<file path="src/rtl/vga_pkg.sv">
// Shared timing defaults, scan-control bundle and elaboration helpers for the VGA scan generator.
// Defaults describe the 640x480 raster; instances may override any of them.
package vga_pkg;

   localparam int DEF_H_ACTIVE = 640;
   localparam int DEF_H_FP     = 32;
   localparam int DEF_H_SYNC   = 48;
   localparam int DEF_H_BP     = 112;
   localparam int DEF_V_ACTIVE = 480;
   localparam int DEF_V_FP     = 1;
   localparam int DEF_V_SYNC   = 3;
   localparam int DEF_V_BP     = 25;
   localparam int DEF_COLOR_W  = 1;
   localparam int DEF_PIX_LAT  = 1;
   localparam int DEF_CW       = 10;

   // Active-high internal view of sync/active; pin polarity is applied at the output register.
   typedef struct packed {
      logic hs;
      logic vs;
      logic act;
   } scan_ctl_t;

   localparam scan_ctl_t CTL_IDLE = '{hs: 1'b0, vs: 1'b0, act: 1'b0};

   function automatic int line_total(input int fp, input int sync, input int bp, input int active);
      return fp + sync + bp + active;
   endfunction

   function automatic int h_total(input int fp, input int sync, input int bp, input int active);
      return line_total(fp, sync, bp, active);
   endfunction

   function automatic int v_total(input int fp, input int sync, input int bp, input int active);
      return line_total(fp, sync, bp, active);
   endfunction

   // A counter of cw bits must be able to reach total-1.
   function automatic bit width_covers(input int total, input int cw);
      return (cw >= 1) && ((cw >= 31) || (total <= (1 << cw)));
   endfunction

endpackage

</file>
<file path="src/rtl/vga_delay_line.sv">
// Enable-gated shift register carrying scan control bits; DEPTH=0 degenerates to a wire.
module vga_delay_line #(
   parameter int               WIDTH   = 1,
   parameter int               DEPTH   = 1,
   parameter logic [WIDTH-1:0] RST_VAL = '0
) (
   input  logic             clk_i,
   input  logic             rst_ni,
   input  logic             en_i,
   input  logic [WIDTH-1:0] d_i,
   output logic [WIDTH-1:0] q_o
);

   if (DEPTH == 0) begin : g_bypass
      logic unused_ctl;
      assign unused_ctl = &{1'b0, clk_i, rst_ni, en_i};
      assign q_o        = d_i;
   end else begin : g_shift
      logic [WIDTH-1:0] stage_q [DEPTH];

      always_ff @(posedge clk_i or negedge rst_ni) begin
         if (!rst_ni) begin
            for (int i = 0; i < DEPTH; i++) begin
               stage_q[i] <= RST_VAL;
            end
         end else if (en_i) begin
            stage_q[0] <= d_i;
            for (int i = 1; i < DEPTH; i++) begin
               stage_q[i] <= stage_q[i-1];
            end
         end
      end

      assign q_o = stage_q[DEPTH-1];
   end

endmodule

</file>
<file path="src/rtl/vga_scan_gen.sv">
// VGA scan generator: issues pixel coordinates ahead of the beam and re-aligns the renderer's
// colour with delayed syncs so every pin changes on the same enabled cycle.
module vga_scan_gen
   import vga_pkg::*;
#(
   parameter int   H_ACTIVE = DEF_H_ACTIVE,
   parameter int   H_FP     = DEF_H_FP,
   parameter int   H_SYNC   = DEF_H_SYNC,
   parameter int   H_BP     = DEF_H_BP,
   parameter int   V_ACTIVE = DEF_V_ACTIVE,
   parameter int   V_FP     = DEF_V_FP,
   parameter int   V_SYNC   = DEF_V_SYNC,
   parameter int   V_BP     = DEF_V_BP,
   parameter logic HS_POL   = 1'b0,
   parameter logic VS_POL   = 1'b0,
   parameter int   COLOR_W  = DEF_COLOR_W,
   parameter int   PIX_LAT  = DEF_PIX_LAT,
   parameter int   CW       = DEF_CW
) (
   input  logic                 dclk,
   input  logic                 clr,
   input  logic                 en,
   input  logic [3*COLOR_W-1:0] rgb_in,
   output logic [CW-1:0]        x,
   output logic [CW-1:0]        y,
   output logic                 req_valid,
   output logic                 hsync,
   output logic                 vsync,
   output logic [COLOR_W-1:0]   red,
   output logic [COLOR_W-1:0]   green,
   output logic [COLOR_W-1:0]   blue,
   output logic                 line_start,
   output logic                 frame_start,
   output logic [7:0]           frame_cnt
);

   localparam int H_TOTAL = h_total(H_FP, H_SYNC, H_BP, H_ACTIVE);
   localparam int V_TOTAL = v_total(V_FP, V_SYNC, V_BP, V_ACTIVE);

   localparam logic [CW-1:0] H_LAST     = CW'(H_TOTAL - 1);
   localparam logic [CW-1:0] H_SYNC_BEG = CW'(H_FP);
   localparam logic [CW-1:0] H_SYNC_END = CW'(H_FP + H_SYNC);
   localparam logic [CW-1:0] H_BLANK    = CW'(H_FP + H_SYNC + H_BP);
   localparam logic [CW-1:0] V_LAST     = CW'(V_TOTAL - 1);
   localparam logic [CW-1:0] V_SYNC_BEG = CW'(V_FP);
   localparam logic [CW-1:0] V_SYNC_END = CW'(V_FP + V_SYNC);
   localparam logic [CW-1:0] V_BLANK    = CW'(V_FP + V_SYNC + V_BP);

   if (!width_covers(H_TOTAL, CW) || !width_covers(V_TOTAL, CW)) begin : g_cw_check
      $error("vga_scan_gen: CW=%0d cannot hold H_TOTAL-1=%0d / V_TOTAL-1=%0d",
             CW, H_TOTAL - 1, V_TOTAL - 1);
   end
   if (COLOR_W < 1 || COLOR_W > 8 || PIX_LAT < 0 || PIX_LAT > 15) begin : g_param_check
      $error("vga_scan_gen: COLOR_W=%0d or PIX_LAT=%0d out of range", COLOR_W, PIX_LAT);
   end

   logic [CW-1:0]        hc_q, hc_d, vc_q, vc_d;
   logic [CW-1:0]        x_q, x_d, y_q, y_d;
   logic                 req_valid_q, req_valid_d;
   logic [7:0]           frame_cnt_q, frame_cnt_d;
   logic [3*COLOR_W-1:0] rgb_q;
   logic                 hsync_q, vsync_q;
   scan_ctl_t            ctl0, ctl_dly;

   // Coordinates are computed from the next counter value so they line up with the stage-0 flags.
   always_comb begin
      hc_d        = hc_q;
      vc_d        = vc_q;
      frame_cnt_d = frame_cnt_q;
      if (en) begin
         if (hc_q == H_LAST) begin
            hc_d = '0;
            if (vc_q == V_LAST) begin
               vc_d        = '0;
               frame_cnt_d = frame_cnt_q + 8'd1;
            end else begin
               vc_d = vc_q + 1'b1;
            end
         end else begin
            hc_d = hc_q + 1'b1;
         end
      end
      req_valid_d = (hc_d >= H_BLANK) && (vc_d >= V_BLANK);
      x_d         = req_valid_d ? hc_d - H_BLANK : '0;
      y_d         = req_valid_d ? vc_d - V_BLANK : '0;
   end

   always_ff @(posedge dclk or negedge clr) begin
      if (!clr) begin
         hc_q        <= '0;
         vc_q        <= '0;
         frame_cnt_q <= '0;
         x_q         <= '0;
         y_q         <= '0;
         req_valid_q <= 1'b0;
      end else if (en) begin
         hc_q        <= hc_d;
         vc_q        <= vc_d;
         frame_cnt_q <= frame_cnt_d;
         x_q         <= x_d;
         y_q         <= y_d;
         req_valid_q <= req_valid_d;
      end
   end

   always_comb begin
      ctl0     = CTL_IDLE;
      ctl0.hs  = (hc_q >= H_SYNC_BEG) && (hc_q < H_SYNC_END);
      ctl0.vs  = (vc_q >= V_SYNC_BEG) && (vc_q < V_SYNC_END);
      ctl0.act = (hc_q >= H_BLANK) && (vc_q >= V_BLANK);
   end

   vga_delay_line #(
      .WIDTH  ($bits(scan_ctl_t)),
      .DEPTH  (PIX_LAT),
      .RST_VAL(CTL_IDLE)
   ) u_ctl_delay (
      .clk_i (dclk),
      .rst_ni(clr),
      .en_i  (en),
      .d_i   (ctl0),
      .q_o   (ctl_dly)
   );

   // rgb_in is only looked at while the delayed active flag is set, so junk in blanking never leaks.
   always_ff @(posedge dclk or negedge clr) begin
      if (!clr) begin
         rgb_q   <= '0;
         hsync_q <= ~HS_POL;
         vsync_q <= ~VS_POL;
      end else if (en) begin
         rgb_q   <= ctl_dly.act ? rgb_in : '0;
         hsync_q <= ctl_dly.hs ? HS_POL : ~HS_POL;
         vsync_q <= ctl_dly.vs ? VS_POL : ~VS_POL;
      end
   end

   assign x           = x_q;
   assign y           = y_q;
   assign req_valid   = req_valid_q;
   assign hsync       = hsync_q;
   assign vsync       = vsync_q;
   assign red         = rgb_q[3*COLOR_W-1 -: COLOR_W];
   assign green       = rgb_q[2*COLOR_W-1 -: COLOR_W];
   assign blue        = rgb_q[COLOR_W-1:0];
   assign frame_cnt   = frame_cnt_q;
   assign line_start  = clr & en & (hc_q == '0);
   assign frame_start = line_start & (vc_q == '0);

endmodule

</file>
<file path="config.mk">
export PLATFORM = sky130hd
export DESIGN_NAME = vga_scan_gen
export DESIGN_NICKNAME = d
export VERILOG_FILES = /design/src/rtl/vga_pkg.sv /design/src/rtl/vga_delay_line.sv /design/src/rtl/vga_scan_gen.sv
export SDC_FILE = /design/constraint.sdc
export NUM_CORES = 1
export LEC_CHECK = 0
export BUFFER_PORTS_ARGS = -buffer_cell sky130_fd_sc_hd__buf_2
export CORE_MARGIN = 3
export CORE_UTILIZATION = 57
export DETAILED_ROUTE_END_ITERATION = 10
export GPL_TIMING_DRIVEN = 0
export HOLD_SLACK_MARGIN = 0.1
export PLACE_DENSITY = 0.88
export SLEW_MARGIN = 15
export SYNTH_ARGS = -nofsm -noshare
export SYNTH_HDL_FRONTEND = slang
export SYNTH_HIERARCHICAL = 1
export SYNTH_SLANG_ARGS = --single-unit
</file>
<file path="constraint.sdc">
create_clock -name dclk -period 3.4 [get_ports dclk]
set_input_delay 0.17 -clock dclk [delete_from_list [all_inputs] [get_ports dclk]]
set_output_delay 0.17 -clock dclk [all_outputs]
set_load 0.03 [all_outputs]
</file>
==> results.md, run 1 <==
- Outcome: complete, no violations
- CP Launch Type: register
- Tcrit/Tclk final: 0.947
- Largest net degree at the start of global routing: 59
- Commonest non-fill, non-tap cell in the layout: dfrtp_1
- Clk_lat worst skew: 0.34 ns
- Layout cells sized above 1: 0.223
- Die width: 79.6 µm
- CP required: 3.64 ns
- DRT antenna net count: 0
- Synthesis Warnings: 6
- Initial core utilization: 0.597
- Post-synthesis simple-gate area fraction: 0.181
- Syn-to-layout area delta: 18.3%
- Critical path arrival: 3.46 ns
- Final std cells w/o fill: 437
- Initial antenna violation count: 0
- Final #Nets: 378
- FF+latch count, synth: 57
- Worst-path cell chain: ha_1 -> nand3_1 -> nor3_4 -> mux2i_4 -> ha_1 -> o21ai_0 -> a2111o_1 -> a31o_4 -> buf_6 -> o31ai_2
- Synthesized Nets: 322
- Unrepaired setup endpoints after global routing: no
- Slowest stage cell, crit path: a2111o_1
- Postcts setup bufs: 0
- CTS buffer count: 9
- Post-synthesis xor/xnor area fraction: 0.0766
- Final hold vios: 0
- Setup Skew: 0.00837 ns
- GPL Wtd Cong: 0.910
- Syn avg cell area: 10.1 µm²
- Netlist cell types: 50
- Class of the most critical setup path: reg -> reg
- WL final: 6970 µm
- Worst path most repeated cell: ha_1
- CTS H-tree depth: 3
- Main combinational cell family by area after synthesis: simple AND/OR/NAND/NOR gates
- Pleak: 1.73 nW
- DR WL/cell: 15.9 µm
- Clock transition at path regs: 0.07 ns
- Crit. End Element: register
- Hold path depth: 2
- DP Cell Count: 417
- FILL cells: 365
- CTS tree: done
- Top FF cell, synth: dfrtp_1
- Worst Max-Slew Pin Slew: 0.722 ns
- Fin crit period: 3.22 ns
- Root buffer cell: clkbuf_8
- Remaining routing DRC violations: 0
- Via count: 2,509
- ANT cells: 0
- Commonest non-fill, non-tap cells in the layout: 55 x dfrtp_1, 42 x buf_2, 31 x nand2_1
- Mapped Area: 3090 µm²
- CP max stage delay: 0.46 ns
- Fmax: 311 MHz
- Reg2reg path depth: 10
- Drt initial violations: 195
- Fraction of registers with async set/reset: 1.00
- Sequential fraction of the synthesis area: 0.463
- Synth Instances: 306
- Final HPWL DP: 4980 µm
- IO Count: 42
- Vias in the first global route: 2,362
- Final Slew Violations: 0
- # rows: 26
- Post-synth EDFFs: 0
- Via-per-instance ratio: 5.74
- Clk buf depth: 2
- Core area: 5170 µm²
- Die H: 79.6 µm
- GR Overflow Total: 0
- WHS: 0.127 ns
- Setup violations, final: 0
- PwrDens: 439 nW/µm²
- Port bufs: 41
- Clk sinks: 57
- Post-synthesis mux area share: 0.0385
- Die area: 6330 µm²
- VDD IR max: 386 µV
- Setup tns final: 0 ns
- Min-delay worst type: in -> reg
- Max FO, Critical Path: 10
- Adder-Cell Fraction of Synth Area: 0.0406
- Compound-Gate Fraction of Synth Area: 0.147
- Slew Limit Headroom: 0.518
- First-pass GRT wire length: 11,400 µm
- Max-cap violations: 0
- Gr usage total: 0.237
- Pre-antenna DRT Iters: 5
[layout make-up]
cell class                      instances  area (µm²)  share of cell area
Sequential cell                        57        1430               0.391
Buffer                                 16        85.1              0.0233
Timing Repair Buffer                   45         248              0.0679
Inverter                               21        78.8              0.0216
Multi-Input combinational cell        212        1510               0.414
Clock buffer                           11         131              0.0360
Clock inverter                          5        80.1              0.0219
Tap cell                               70        87.6              0.0240
[synthesized netlist by cell type, types with 3 or more instances]
master / number / share of area
a21oi_1: 7 / 0.011
a22o_1: 4 / 0.011
a31oi_1: 3 / 0.0061
and3_1: 5 / 0.010
clkbuf_1: 9 / 0.011
dfrtp_1: 55 / 0.45
ha_1: 10 / 0.041
inv_1: 21 / 0.026
mux2_2: 7 / 0.026
mux2i_1: 4 / 0.013
nand2_1: 31 / 0.038
nand3_1: 9 / 0.015
nand4_1: 10 / 0.020
nor2_1: 19 / 0.023
nor3_1: 10 / 0.016
nor4_1: 6 / 0.012
o21ai_0: 13 / 0.021
o2bb2ai_1: 8 / 0.023
o31ai_1: 6 / 0.015
or3_1: 4 / 0.0081
xnor2_1: 23 / 0.065
xor2_1: 4 / 0.011
[where the power goes]
part	switching, W	internal [W]
sequential	0.0000216	0.000708
clock	0.000264	0.000411
combinational	0.000124	0.0000736
[cells by family after synthesis]
logic type               after synthesis
AND/OR/NAND/NOR                      108
XOR/XNOR                              27
multiplexers                          11
adder cells (fa/ha/maj)               10
buffers and inverters                 37
flip-flops                            57
AO/OA/AOI/OAI                         56
[per-layer routing]
layer  wire, µm  global-route usage  vias to the layer above
met5          0                   0                        -
li1           -                   -                     1204
met3        435              0.0395                       13
met2       3260               0.362                       85
met1       3120               0.328                     1207
met4        150               0.113                        0
[path summary, 6_finish.rpt]
kind                                    start                 end  slack [ns]
max in group asynchronous                 clr             hc_q[4]        2.49
min in group asynchronous                 clr        frame_cnt[4]        0.41
hold / removal                             en  u_ctl_delay/q_o[0]        0.13
setup reg to reg                      hc_q[1]                y[1]        0.18
setup / recovery                      hc_q[1]                y[1]        0.18
hold reg to reg            u_ctl_delay/q_o[1]               vsync        0.42
[timing repair]
action                                 4_1_cts  5_1_grt
hold buffers                                 4        0
gates resized for setup                      0        3
setup endpoints to repair                    0       21
endpoints found under the hold margin       58        0
[sequential cells by signal, indices dropped and copies added, names as in the netlist]
register,count
vsync,1
u_ctl_delay/q_o,3
vc_q,10
hc_q,10
req_valid,1
rgb_q,3
y,10
frame_cnt,8
x,10
hsync,1
[through the flow]
step	setup WS (ns)	instance area [µm²]	util	total power, W
finish	0.181	3650	0.706	0.00160
global route	0.00866	3650	0.706	0.00167
CTS	0.0611	3630	0.702	0.00161
detailed placement	0.133	3380	0.654	0.000931
global placement	0.205	3380	0.653	0.000926
floorplan	0.648	3090	-	0.000874
[worst max-delay path, delay by kind of cell (launching register included)]
| kind | cells | cell delay (ns) |
|---|---|---|
| compound gates | 4 | 1.06 |
| fa+ha+maj | 2 | 0.50 |
| buf+inv | 1 | 0.16 |
| flops | 1 | 0.39 |
| mux | 1 | 0.35 |
| simple gates | 2 | 0.65 |
Note: power is estimated with default switching activity, not from simulation.
==> run 2, diff against run 1 <==
--- a/config.mk
+++ b/config.mk
@@ -6,12 +6,14 @@
 export NUM_CORES = 1
 export LEC_CHECK = 0
 export BUFFER_PORTS_ARGS = -buffer_cell sky130_fd_sc_hd__buf_2
+export CELL_PAD_IN_SITES_DETAIL_PLACEMENT = 0
+export CELL_PAD_IN_SITES_GLOBAL_PLACEMENT = 2
 export CORE_MARGIN = 3
-export CORE_UTILIZATION = 57
+export CORE_UTILIZATION = 36
 export DETAILED_ROUTE_END_ITERATION = 10
 export GPL_TIMING_DRIVEN = 0
 export HOLD_SLACK_MARGIN = 0.1
-export PLACE_DENSITY = 0.88
+export PLACE_DENSITY = 0.87
 export SLEW_MARGIN = 15
 export SYNTH_ARGS = -nofsm -noshare
 export SYNTH_HDL_FRONTEND = slang
==> results.md, run 2 (synthesis results as in run 1) <==
- Vias in the first global route: 2,465
- R2R Setup Slk: 0.21 ns
- FF+latch area: 1430 µm²
- CTS buffer count: 9
- Gr usage total: 0.161
- Die H: 98.6 µm
- DRT antenna net count: 0
- Die area: 9720 µm²
- Core Util, Final: 0.446
- Port bufs: 41
- Largest net degree at the start of global routing: 59
- Worst Max-Slew Pin Slew: 0.754 ns
- FILL cells: 847
- Clk sinks: 57
- Final worst slack: 0.212 ns
- Crit. End Element: register
- Critical Path Sink: y[1]
- Final Slew Violations: 0
- Min-delay worst type: in -> reg
- Core area: 8260 µm²
- DP Cell Count: 452
- Area of the multi-input gates: 1510 µm²
- Initial antenna violation count: 0
- Layout cells sized above 1: 0.232
- Top layer used by detailed routing: met4
- Drt initial violations: 163
- CP required: 3.65 ns
- Remaining routing DRC violations: 0
- CP Launch Type: register
- IO Count: 42
- Final std cells w/o fill: 472
- Fmax: 314 MHz
- # rows: 33
- PwrDens: 426 nW/µm²
- Final #Nets: 378
- GPL Wtd Cong: 0.794
- Postcts setup bufs: 0
- Pre-antenna DRT Iters: 4
- Routed wl met3: 265 µm
- Commonest non-fill, non-tap cell in the layout: dfrtp_1
- WL final: 7240 µm
- Via count: 2,458
- Clock transition at path regs: 0.07 ns
- First-pass GRT wire length: 12,400 µm
- Pleak: 1.72 nW
- VDD IR max: 195 µV
- Reg-to-Reg Start: hc_q[0]
- Critical path arrival: 3.44 ns
- Crit. Startpoint: hc_q[0]
- Via-per-instance ratio: 5.21
- Max FO, Critical Path: 10
- DR WL/cell: 15.3 µm
- Clk_lat worst skew: 0.35 ns
- Post-route met1 wirelength: 3670 µm
- Reg2reg path depth: 10
- CTS tree: done
- Slew Limit Headroom: 0.497
- Max-cap violations: 0
- Fin crit period: 3.19 ns
- CTS H-tree depth: 3
- Reg-to-Reg End: y[1]
- GR Overflow Total: 0
- Syn-to-layout area delta: 19.3%
- Unrepaired setup endpoints after global routing: no
- Commonest non-fill, non-tap cells in the layout: 55 x dfrtp_1, 42 x buf_2, 31 x nand2_1
- ANT cells: 0
- WL met2: 3110 µm
- Class of the most critical setup path: reg -> reg
- Final hold vios: 0
- Die width: 98.6 µm
- Initial core utilization: 0.374
- Final HPWL DP: 5110 µm
- Root buffer cell: clkbuf_8
- Clk buf depth: 2
- Tcrit/Tclk final: 0.938
- Worst slack at placement: 0.0726 ns
- Setup Skew: 0.0137 ns
- Outcome: complete, no violations
- Setup violations, final: 0
- Setup tns final: 0 ns
## run 2: what timing repair did
| item | 4_1_cts | 5_1_grt |
|---|---|---|
| gates resized for setup | 0 | 4 |
| hold buffers | 4 | 0 |
| endpoints found under the setup margin | 0 | 21 |
| hold endpoints to repair | 58 | 0 |
## run 2: how the worst min path moves through the flow
stage / slack [ns] / endpoint / startpoint / cells past startpoint
4_1_cts: 0.12 / u_ctl_delay/q_o[0] / en / 2
3_3_place_gp: 0.40 / vsync / u_ctl_delay/q_o[1] / 1
6_report: 0.14 / u_ctl_delay/q_o[0] / en / 2
3_5_place_dp: 0.30 / u_ctl_delay/q_o[2] / clr / 1
2_1_floorplan: -0.13 / frame_cnt[0] / clr / 0
5_1_grt: 0.15 / u_ctl_delay/q_o[0] / en / 2
## run 2: worst max-delay path: stages (launching register included)
cell,delay [ns]
dfrtp_1,0.41
ha_2,0.29
nand3_1,0.20
nor3_4,0.35
mux2i_2,0.38
ha_1,0.20
o21ai_0,0.12
a2111o_1,0.48
a31o_4,0.30
buf_6,0.16
o31ai_2,0.20
## run 2: where the power goes
| group | switching (W) | internal, W | total [W] |
|---|---|---|---|
| clock network | 0.000285 | 0.000356 | 0.000641 |
| logic | 0.000124 | 0.0000739 | 0.000198 |
| registers | 0.0000212 | 0.000707 | 0.000729 |
## run 2: metrics by stage
stage	hold slack [ns]	total power (W)	instance area, µm²
4_1_cts	0.124	0.00158	3660
3_5_place_dp	0.303	0.000933	3420
3_3_place_gp	0.395	0.000935	3420
5_1_grt	0.149	0.00164	3680
2_1_floorplan	-0.126	0.000874	3090
6_report	0.136	0.00157	3680
## run 2: final cells by class
cell class / count / area share
multi-input cells: 212 / 0.411
flip-flops and latches: 57 / 0.388
repair buffers: 45 / 0.0673
clock buffers: 11 / 0.0384
well taps: 105 / 0.0357
plain buffers: 16 / 0.0231
inverters: 21 / 0.0214
clock inverters: 5 / 0.0150
## run 2: per-layer routing
| metal | GRT usage | up-vias |
|---|---|---|
| met3 | 0.0368 | 13 |
| met5 | 0 | - |
| li1 | - | 1211 |
| met4 | 0.0756 | 0 |
| met1 | 0.225 | 1180 |
| met2 | 0.236 | 54 |
